`config.mk`:
```
export PLATFORM = sky130hd
export DESIGN_NAME = mc_control_flat
export DESIGN_NICKNAME = d
export VERILOG_FILES = /design/src/rtl/mc_control_if.sv /design/src/rtl/mc_control.sv /design/src/flat_wrapper.sv
export SDC_FILE = /design/constraint.sdc
export NUM_CORES = 1
export LEC_CHECK = 0
export ABC_AREA = 1
export CORE_MARGIN = 5
export CORE_UTILIZATION = 45
export CTS_CLUSTER_DIAMETER = 40
export DETAILED_ROUTE_END_ITERATION = 10
export PLACE_DENSITY = 0.74
export SKIP_LAST_GASP = 1
export SYNTH_ARGS = -nofsm -noshare
export SYNTH_HDL_FRONTEND = slang
export SYNTH_SLANG_ARGS = --single-unit
export TNS_END_PERCENT = 5
```
`constraint.sdc`:
```
create_clock -name clk -period 3 [get_ports clk]
set_clock_uncertainty 0.05 [all_clocks]
set_input_delay 0.6 -clock clk [delete_from_list [all_inputs] [get_ports clk]]
set_output_delay 0.6 -clock clk [all_outputs]
set_load 0.05 [all_outputs]
```
`src/rtl/mc_control_if.sv`:
```
// mc_control_if: bus between the sequencer (master) and its datapath/memory (slave): opcode and mem_ready in; datapath controls, instr_done, sticky traps and debug state out
interface mc_control_if;
  logic [5:0] opcode;
  logic       mem_ready;
  logic       PCWrite;
  logic       PCWriteCond;
  logic       IorD;
  logic       MemRead;
  logic       MemWrite;
  logic       IRWrite;
  logic       MemtoReg;
  logic       RegDst;
  logic       RegWrite;
  logic       ALUSrcA;
  logic [1:0] ALUSrcB;
  logic [2:0] ALUOp;
  logic       PCSource;
  logic       instr_done;
  logic       illegal_op;
  logic       mem_timeout;
  logic [3:0] state;
  modport master (
    input  opcode, mem_ready,
    output PCWrite, PCWriteCond, IorD, MemRead, MemWrite, IRWrite, MemtoReg, RegDst, RegWrite,
           ALUSrcA, ALUSrcB, ALUOp, PCSource, instr_done, illegal_op, mem_timeout, state
  );
  modport slave (
    output opcode, mem_ready,
    input  PCWrite, PCWriteCond, IorD, MemRead, MemWrite, IRWrite, MemtoReg, RegDst, RegWrite,
           ALUSrcA, ALUSrcB, ALUOp, PCSource, instr_done, illegal_op, mem_timeout, state
  );
endinterface

```
`src/rtl/mc_control.sv`:
```
// mc_control: multicycle MIPS-subset control FSM; ports clk, reset (sync, active-high) and bus (mc_control_if.master: opcode/mem_ready in, datapath controls and status out)
module mc_control #(
  parameter int TIMEOUT_CYCLES = 255,
  parameter int CNT_W = 8
) (
  input logic clk,
  input logic reset,
  mc_control_if.master bus
);
  typedef enum logic [3:0] {
    FETCH = 4'd0, DECODE, MEMADDR, MEMRD, MEMWB, MEMWR, EXEC_R, RWB, BRANCH, EXEC_I, IWB, TRAP
  } state_t;
  localparam logic [5:0] OP_R = 6'b000000, OP_LW = 6'b100011, OP_SW = 6'b101011, OP_BEQ = 6'b000100;
  localparam logic [5:0] OP_ADDI = 6'b001000, OP_ANDI = 6'b001100, OP_ORI = 6'b001101;
  localparam logic [CNT_W-1:0] LIM = CNT_W'(TIMEOUT_CYCLES > 0 ? TIMEOUT_CYCLES - 1 : 0);
  state_t st, nxt;
  logic [CNT_W-1:0] cnt;
  logic waiting, expire;
  logic [5:0] op;
  assign op = bus.opcode;
  assign waiting = (st == FETCH || st == MEMRD || st == MEMWR) && !bus.mem_ready;
  assign expire = TIMEOUT_CYCLES != 0 && waiting && cnt >= LIM;
  assign bus.state = st;
  always_comb begin
    nxt = TRAP;
    case (st)
      FETCH:   nxt = bus.mem_ready ? DECODE : FETCH;
      DECODE:  nxt = op == OP_R ? EXEC_R :
                     (op == OP_LW || op == OP_SW) ? MEMADDR :
                     op == OP_BEQ ? BRANCH :
                     (op == OP_ADDI || op == OP_ANDI || op == OP_ORI) ? EXEC_I : TRAP;
      MEMADDR: nxt = op == OP_LW ? MEMRD : MEMWR;
      MEMRD:   nxt = bus.mem_ready ? MEMWB : MEMRD;
      MEMWR:   nxt = bus.mem_ready ? FETCH : MEMWR;
      EXEC_R:  nxt = RWB;
      EXEC_I:  nxt = IWB;
      MEMWB, RWB, BRANCH, IWB: nxt = FETCH;
      default: nxt = TRAP;
    endcase
    if (expire) nxt = TRAP;
  end
  always_ff @(posedge clk) begin
    if (reset) begin
      st <= FETCH;
      cnt <= '0;
      bus.illegal_op <= 1'b0;
      bus.mem_timeout <= 1'b0;
    end else begin
      st <= nxt;
      cnt <= nxt != st ? '0 : (waiting && cnt != '1) ? cnt + 1'b1 : cnt;
      if (st == DECODE && nxt == TRAP) bus.illegal_op <= 1'b1;
      if (expire) bus.mem_timeout <= 1'b1;
    end
  end
  always_comb begin
    bus.PCWrite = 1'b0;
    bus.PCWriteCond = 1'b0;
    bus.IorD = 1'b0;
    bus.MemRead = 1'b0;
    bus.MemWrite = 1'b0;
    bus.IRWrite = 1'b0;
    bus.MemtoReg = 1'b0;
    bus.RegDst = 1'b0;
    bus.RegWrite = 1'b0;
    bus.ALUSrcA = 1'b0;
    bus.ALUSrcB = 2'b00;
    bus.ALUOp = 3'b000;
    bus.PCSource = 1'b0;
    bus.instr_done = 1'b0;
    case (st)
      FETCH: begin
        bus.MemRead = 1'b1;
        bus.ALUSrcB = 2'b01;
        bus.ALUOp = 3'b010;
        bus.IRWrite = bus.mem_ready;
        bus.PCWrite = bus.mem_ready;
      end
      DECODE: begin
        bus.ALUSrcB = 2'b11;
        bus.ALUOp = 3'b010;
      end
      MEMADDR: begin
        bus.ALUSrcA = 1'b1;
        bus.ALUSrcB = 2'b10;
        bus.ALUOp = 3'b010;
      end
      MEMRD: begin
        bus.MemRead = 1'b1;
        bus.IorD = 1'b1;
      end
      MEMWB: begin
        bus.RegWrite = 1'b1;
        bus.MemtoReg = 1'b1;
        bus.instr_done = 1'b1;
      end
      MEMWR: begin
        bus.MemWrite = 1'b1;
        bus.IorD = 1'b1;
        bus.instr_done = bus.mem_ready;
      end
      EXEC_R: begin
        bus.ALUSrcA = 1'b1;
        bus.ALUOp = 3'b100;
      end
      RWB: begin
        bus.RegWrite = 1'b1;
        bus.RegDst = 1'b1;
        bus.instr_done = 1'b1;
      end
      BRANCH: begin
        bus.ALUSrcA = 1'b1;
        bus.ALUOp = 3'b011;
        bus.PCWriteCond = 1'b1;
        bus.PCSource = 1'b1;
        bus.instr_done = 1'b1;
      end
      EXEC_I: begin
        bus.ALUSrcA = 1'b1;
        bus.ALUSrcB = 2'b10;
        bus.ALUOp = op == OP_ANDI ? 3'b000 : op == OP_ORI ? 3'b001 : 3'b010;
      end
      IWB: begin
        bus.RegWrite = 1'b1;
        bus.instr_done = 1'b1;
      end
      default: ;
    endcase
  end
endmodule

```
`src/flat_wrapper.sv`:
```
// flat-port wrapper written by rule: the top's interface ports become plain ports
module mc_control_flat 
#(
  parameter int TIMEOUT_CYCLES = 255,
  parameter int CNT_W = 8
)
  (clk, reset, bus_opcode, bus_mem_ready, bus_PCWrite, bus_PCWriteCond, bus_IorD, bus_MemRead, bus_MemWrite, bus_IRWrite, bus_MemtoReg, bus_RegDst, bus_RegWrite, bus_ALUSrcA, bus_ALUSrcB, bus_ALUOp, bus_PCSource, bus_instr_done, bus_illegal_op, bus_mem_timeout, bus_state);
  mc_control_if bus_i ();
  input logic clk;
  input logic reset;
  input wire logic [$bits(bus_i.opcode)-1:0] bus_opcode;
  input wire logic [$bits(bus_i.mem_ready)-1:0] bus_mem_ready;
  output wire logic [$bits(bus_i.PCWrite)-1:0] bus_PCWrite;
  output wire logic [$bits(bus_i.PCWriteCond)-1:0] bus_PCWriteCond;
  output wire logic [$bits(bus_i.IorD)-1:0] bus_IorD;
  output wire logic [$bits(bus_i.MemRead)-1:0] bus_MemRead;
  output wire logic [$bits(bus_i.MemWrite)-1:0] bus_MemWrite;
  output wire logic [$bits(bus_i.IRWrite)-1:0] bus_IRWrite;
  output wire logic [$bits(bus_i.MemtoReg)-1:0] bus_MemtoReg;
  output wire logic [$bits(bus_i.RegDst)-1:0] bus_RegDst;
  output wire logic [$bits(bus_i.RegWrite)-1:0] bus_RegWrite;
  output wire logic [$bits(bus_i.ALUSrcA)-1:0] bus_ALUSrcA;
  output wire logic [$bits(bus_i.ALUSrcB)-1:0] bus_ALUSrcB;
  output wire logic [$bits(bus_i.ALUOp)-1:0] bus_ALUOp;
  output wire logic [$bits(bus_i.PCSource)-1:0] bus_PCSource;
  output wire logic [$bits(bus_i.instr_done)-1:0] bus_instr_done;
  output wire logic [$bits(bus_i.illegal_op)-1:0] bus_illegal_op;
  output wire logic [$bits(bus_i.mem_timeout)-1:0] bus_mem_timeout;
  output wire logic [$bits(bus_i.state)-1:0] bus_state;
  assign bus_i.opcode = bus_opcode;
  assign bus_i.mem_ready = bus_mem_ready;
  assign bus_PCWrite = bus_i.PCWrite;
  assign bus_PCWriteCond = bus_i.PCWriteCond;
  assign bus_IorD = bus_i.IorD;
  assign bus_MemRead = bus_i.MemRead;
  assign bus_MemWrite = bus_i.MemWrite;
  assign bus_IRWrite = bus_i.IRWrite;
  assign bus_MemtoReg = bus_i.MemtoReg;
  assign bus_RegDst = bus_i.RegDst;
  assign bus_RegWrite = bus_i.RegWrite;
  assign bus_ALUSrcA = bus_i.ALUSrcA;
  assign bus_ALUSrcB = bus_i.ALUSrcB;
  assign bus_ALUOp = bus_i.ALUOp;
  assign bus_PCSource = bus_i.PCSource;
  assign bus_instr_done = bus_i.instr_done;
  assign bus_illegal_op = bus_i.illegal_op;
  assign bus_mem_timeout = bus_i.mem_timeout;
  assign bus_state = bus_i.state;
  mc_control #(.TIMEOUT_CYCLES(TIMEOUT_CYCLES), .CNT_W(CNT_W)) u_core (.clk(clk), .reset(reset), .bus(bus_i));
endmodule
```
# --- Yosys cells after proc, flatten, opt, wreduce, memory -nomap -nowiden ---
# Index checks and enable logic that the tools add are counted.
op_classes:
  add_sub_neg: 1
  order_cmp: 1
  eq_ne: 19
  n_mux: 24
  reduce_logical: 20
ops:
  columns: ["operator", "count"]
  rows:
  - ["$pmux W4 S8", 1]
  - ["$eq A6 B4 Y1 const B", 3]
  - ["$eq A4 B3 Y1 const B", 4]
  - ["$eq A4 B4 Y1 const B", 4]
  - ["$mux W4", 4]
  - ["$eq A6 B6 Y1 const B", 2]
  - ["$mux W3", 4]
  - ["$pmux W3 S4", 1]
  - ["$mux W1", 10]
  - ["$add A8 B1 Y8 const B", 1]
  - ["$eq A4 B2 Y1 const B", 2]
  - ["$ge A8 B8 Y1 const B", 1]
  - ["$ne A8 B8 Y1 const B", 1]
  - ["$reduce_or A2 Y1", 4]
  - ["$reduce_or A4 Y1", 2]
  - ["$eq A6 B3 Y1 const B", 1]
  - ["$logic_not A6 Y1", 1]
  - ["$pmux W2 S3", 1]
  - ["$reduce_or A3 Y1", 2]
  - ["$logic_or A1 B1 Y1", 5]
  - ["$eq A4 B1 Y1 const B", 1]
  - ["$logic_and A1 B1 Y1", 4]
  - ["$logic_not A4 Y1", 1]
  - ["$mux W2", 2]
  - ["3 further kinds", 3]
totals:
  regBits: 14
  output_inout_bits: 23

# --- Logic depth before layout (Yosys ltp) ---
depth:
  word_depth: 11
  mapped_depth: 14

# --- Least setup slack after synthesis ---
# OpenSTA, ideal clock, no wires.
synth_timing:
  kind: "register -> output"
  from: "register u_core.st[2] (netlist: u_core.bus.state[2])"
  to: "output port bus_instr_done"
  arrival_ns: 2.912
  t_required_ns: 2.350
  setup_slack_ns: -0.562
  path_stages_with_launch: 9
  path_cell_list: "dfxtp_1 -> inv_2 -> nor2_4 -> inv_1 -> nor2_1 -> nor2_1 -> o21ai_0 -> a21oi_1 -> nand2_1"
synth_between:
  elab_chain_len: 3
synth_lines:
  columns: ["item", "line_no", "rtl"]
  rows:
  - ["start, declared", "mc_control.sv:16", "state_t st, nxt;"]
  - ["start signal, assigned", "mc_control.sv:49", "st <= nxt;"]
  - ["$eq A4 B3 Y1 or $eq A4 B4 Y1 (tied branches)", "mc_control.sv:70", "case (st)"]
  - ["$reduce_or A4 Y1 (no line)", null, null]
  - ["$pmux W1 S2 *", "mc_control.sv:70", null]
  - ["end, declared", "flat_wrapper.sv:26", "output wire logic [$bits(bus_i.instr_done)-1:0] bus_instr_done;"]
# Mark *: on every way between the ends. The rest lies on a longest branch, timed or not.

# --- Final worst setup path ---
layout_timing:
  from: "register u_core.st[0] (netlist: u_core.bus.state[0])"
  to: "output port bus_ALUSrcB[1]"
layout_between:
  elab_chain_len: 3
layout_lines:
  columns: ["item", "line_no", "rtl"]
  rows:
  - ["$eq A4 B2 Y1 or $eq A4 B4 Y1 (tied branches)", "mc_control.sv:70", null]
  - ["$reduce_or A2 Y1 (no line)", null, null]
  - ["$pmux W2 S3 *", "mc_control.sv:70", null]
  - ["end, declared", "flat_wrapper.sv:23", "output wire logic [$bits(bus_i.ALUSrcB)-1:0] bus_ALUSrcB;"]
# Marked as above.

==> results.md <==
* Post-cts resize count at 0
* WHS Endpoint: u_core.bus.illegal_op
* Setup Crit Path Kind: reg2out
* YS warnings at 0
* Simple-gate share of the synthesized area at 0.487
* Sequential area share after synthesis at 0.218
* Synth Area in Compound Gates at 0.100
* Multiplexer area fraction after synthesis at 0
* Post-synthesis adder-cell area fraction at 0.0195
* Antenna violation net count after detailed routing at 0
* Setup Buffers After CTS at 0
* Placed cell area at 1640 µm²
* PD cells at around 1100 nW/µm²
* Syn Std Cell Area at ~1300 µm²
* DRT iter0 DRCs at 35
* Global route overflow at 0
* CTS buffer count at 3
* CTS max path bufs at 2
* Largest family of logic cells by synthesized area: simple AND/OR/NAND/NOR gates
* Hold_sp: u_core.bus.illegal_op
* Rel. slew slack at 0.651
* Layout cells sized above 1 at 0.221
* GRT Total Usage at 0.161
* Mapped Nets at 210
* Maxcap violations at 0
* Max Slew Vio Count at 0
* Initial antenna violation count at 0
* WL per Instance at 11.5 µm
* Gpl congestion at around 0.85
* Flop and latch count out of synthesis at 14
* Core ar. at around 2800 µm²
* # hold bufs at CTS at 0
* Io pins at 32
* DR vias/cell at 4.94
* N_diodes at 0
* Slew @ Worst Pin at 0.521 ns
* FF-to-FF End: u_core.cnt[3]
* Worst reg2reg startpoint: u_core.bus.state[1]
* Post-Synth XOR/XNOR Area at 0.0409
* Vias in the first global route at between 1000 and 1500
* Depth of the worst register-to-register path at 12
* Reg clk slew, reported paths at around 0.09 ns
* Root buffer cell: clkbuf_4
* Setup slack, reg-to-reg at between 1 and 1.5 ns
* Final Routed Wirelength at roughly 3000 µm
* Status: complete, no violations
* Total clock sinks at 14
* DR vias at around 1300
* Initial Util at 0.466
* Area leader, netlist: dfxtp_1
* Die height at around 63 µm
* Area Overhead vs Synth at 30.3%
* Pre-antenna DRT Iters at 4
* Critical path arrival at 2.22 ns
* Worst-Skew Late Latency at ~0.29 ns
* VDD IR max at ~0.74 mV
* Final Critical Period at between 2 and 3 ns
* First-pass GRT wire length at ~5400 µm
* Filler cell count in the final layout at around 270
* DRC Markers at 0
* Crit. End Element: primary output
* Worst hold-check path type: reg2reg
* Port bufs at 31
* Worst Setup SP: u_core.bus.state[0]
* Crit path required time at between 2 and 2.5 ns
* Syn Inst Count at 199
* Final setup fails at 0
* Distinct cell type count after synthesis at 29
* Largest net degree at the start of global routing at 10
* Final instance area at 1670 µm²
* DIE AREA at between 4000 and 5000 µm²
* Startpoint Class: flop
* Post-detail-place hpwl at between 2000 and 3000 µm
* Average size of a mapped cell at 6.46 µm²
* CP Max Fanout at 7
* F_max at 348 MHz
* FP Rows at 19
* Hold path cells at 2
* Synth top area share at 0.218
* Layout net count at between 200 and 250
* Final Hold Viols at 0
* Top cells by area, synth: dfxtp_1 (22%), inv_1 (10%), nand2_1 (9.9%), nor2_1 (7.3%), nor2_4 (7.0%)
* Leak at slightly below 0.0008 µW
* Fin Hold WS at 0.414 ns
* RSZ-0062 raised after global routing: yes
* TritonCTS clock tree: yes
* # H-tree levels at 1
* Final worst-path cycle share at 0.958
* Chip width at about 63 µm
[per-layer routing]
metal	track usage	wire, µm	share of wire
met5	0	0	0
met4	0.0208	0	0
met3	0.0533	181	0.060
met2	0.269	1430	0.47
met1	0.206	1410	0.47
[cells in the final DEF (no fill, tap or decap), types with 2 or more instances in the layout]
cell	synthesis	final
nand3_1	14	14
a21oi_1	4	4
o21ai_0	8	7
nor2_4	8	8
buf_4	3	3
dfxtp_1	14	14
nor2_1	25	22
nand3_4	2	2
clkdlybuf4s50_1	0	25
ha_1	2	2
inv_1	35	35
nor2_2	11	14
nand2_1	34	34
xor2_1	4	4
buf_12	0	2
clkbuf_4	0	3
nand2_2	7	7
nand2_4	3	3
nand4_1	8	8
xnor2_1	2	2
inv_2	4	4
[synth_stat cells (all sizes together)]
library cell  number
nand3             16
nor2              44
a21oi              5
a211oi             1
xor2               4
xnor2              2
buf                3
o21a               1
inv               39
o211ai             2
ha                 2
clkinv             1
nand4              8
nand2             44
o221ai             1
o21ai              9
dfxtp             14
a31oi              1
nor3               1
nand3b             1
[worst max path at each step]
stage	to	slack (ns)
finish	bus_ALUSrcB[1]	0.13
global route	bus_ALUSrcB[1]	-0.01
floorplan	bus_instr_done	-0.02
detailed placement	bus_ALUOp[0]	0.40
CTS	bus_ALUSrcB[1]	0.12
global placement	bus_ALUOp[0]	0.44
[worst max-delay path: stages, from the launching register on]
cell and delay, ns:
dfxtp_1 0.40, inv_1 0.21, nand2_1 0.15, nor2_4 0.17
inv_1 0.07, o21ai_0 0.09, clkdlybuf4s50_1 0.84
[cell type report]
class / count / area [µm²] / area share
clock buffer: 4 / 36.3 / 0.0217
inverter: 40 / 150 / 0.0897
multi-input combinational: 142 / 843 / 0.504
sequential: 14 / 280 / 0.167
tap: 31 / 38.8 / 0.0232
timing repair buffer: 31 / 325 / 0.194
[registers in the layout, summed over array words and instances, names as in the netlist]
signal	cells
u_core.cnt	8
u_core.bus.state	4
u_core.bus.illegal_op	1
u_core.bus.mem_timeout	1
[power breakdown]
group	total [µW]	leakage, µW	switching, µW	internal, µW
sequential	266	0.000113	54.4	212
clock	137	0.0000210	63.2	73.9
combinational	1390	0.000639	951	439
[cells by family (layout without fill, tap and decap cells)]
family	count (synthesis)	in the layout
and+or+nand+nor	114	114
xor gates and xnor gates	6	6
buffers and inverters	43	75
adders and majority gates	2	2
DFF	14	14
AOI/OAI and AO/OA	20	20
[per-stage QoR]
step	TNS (ns)	setup slack, ns	total power (µW)	util	instances
floorplan	-0.0157	-0.0157	1300	-	199
global placement	0	0.440	1660	0.593	258
detailed placement	0	0.396	1670	0.593	258
CTS	0	0.124	1810	0.606	262
global route	-0.0135	-0.0135	1920	0.607	262
finish	0	0.126	1790	0.607	262
Note: power is estimated with default switching activity, not from simulation.
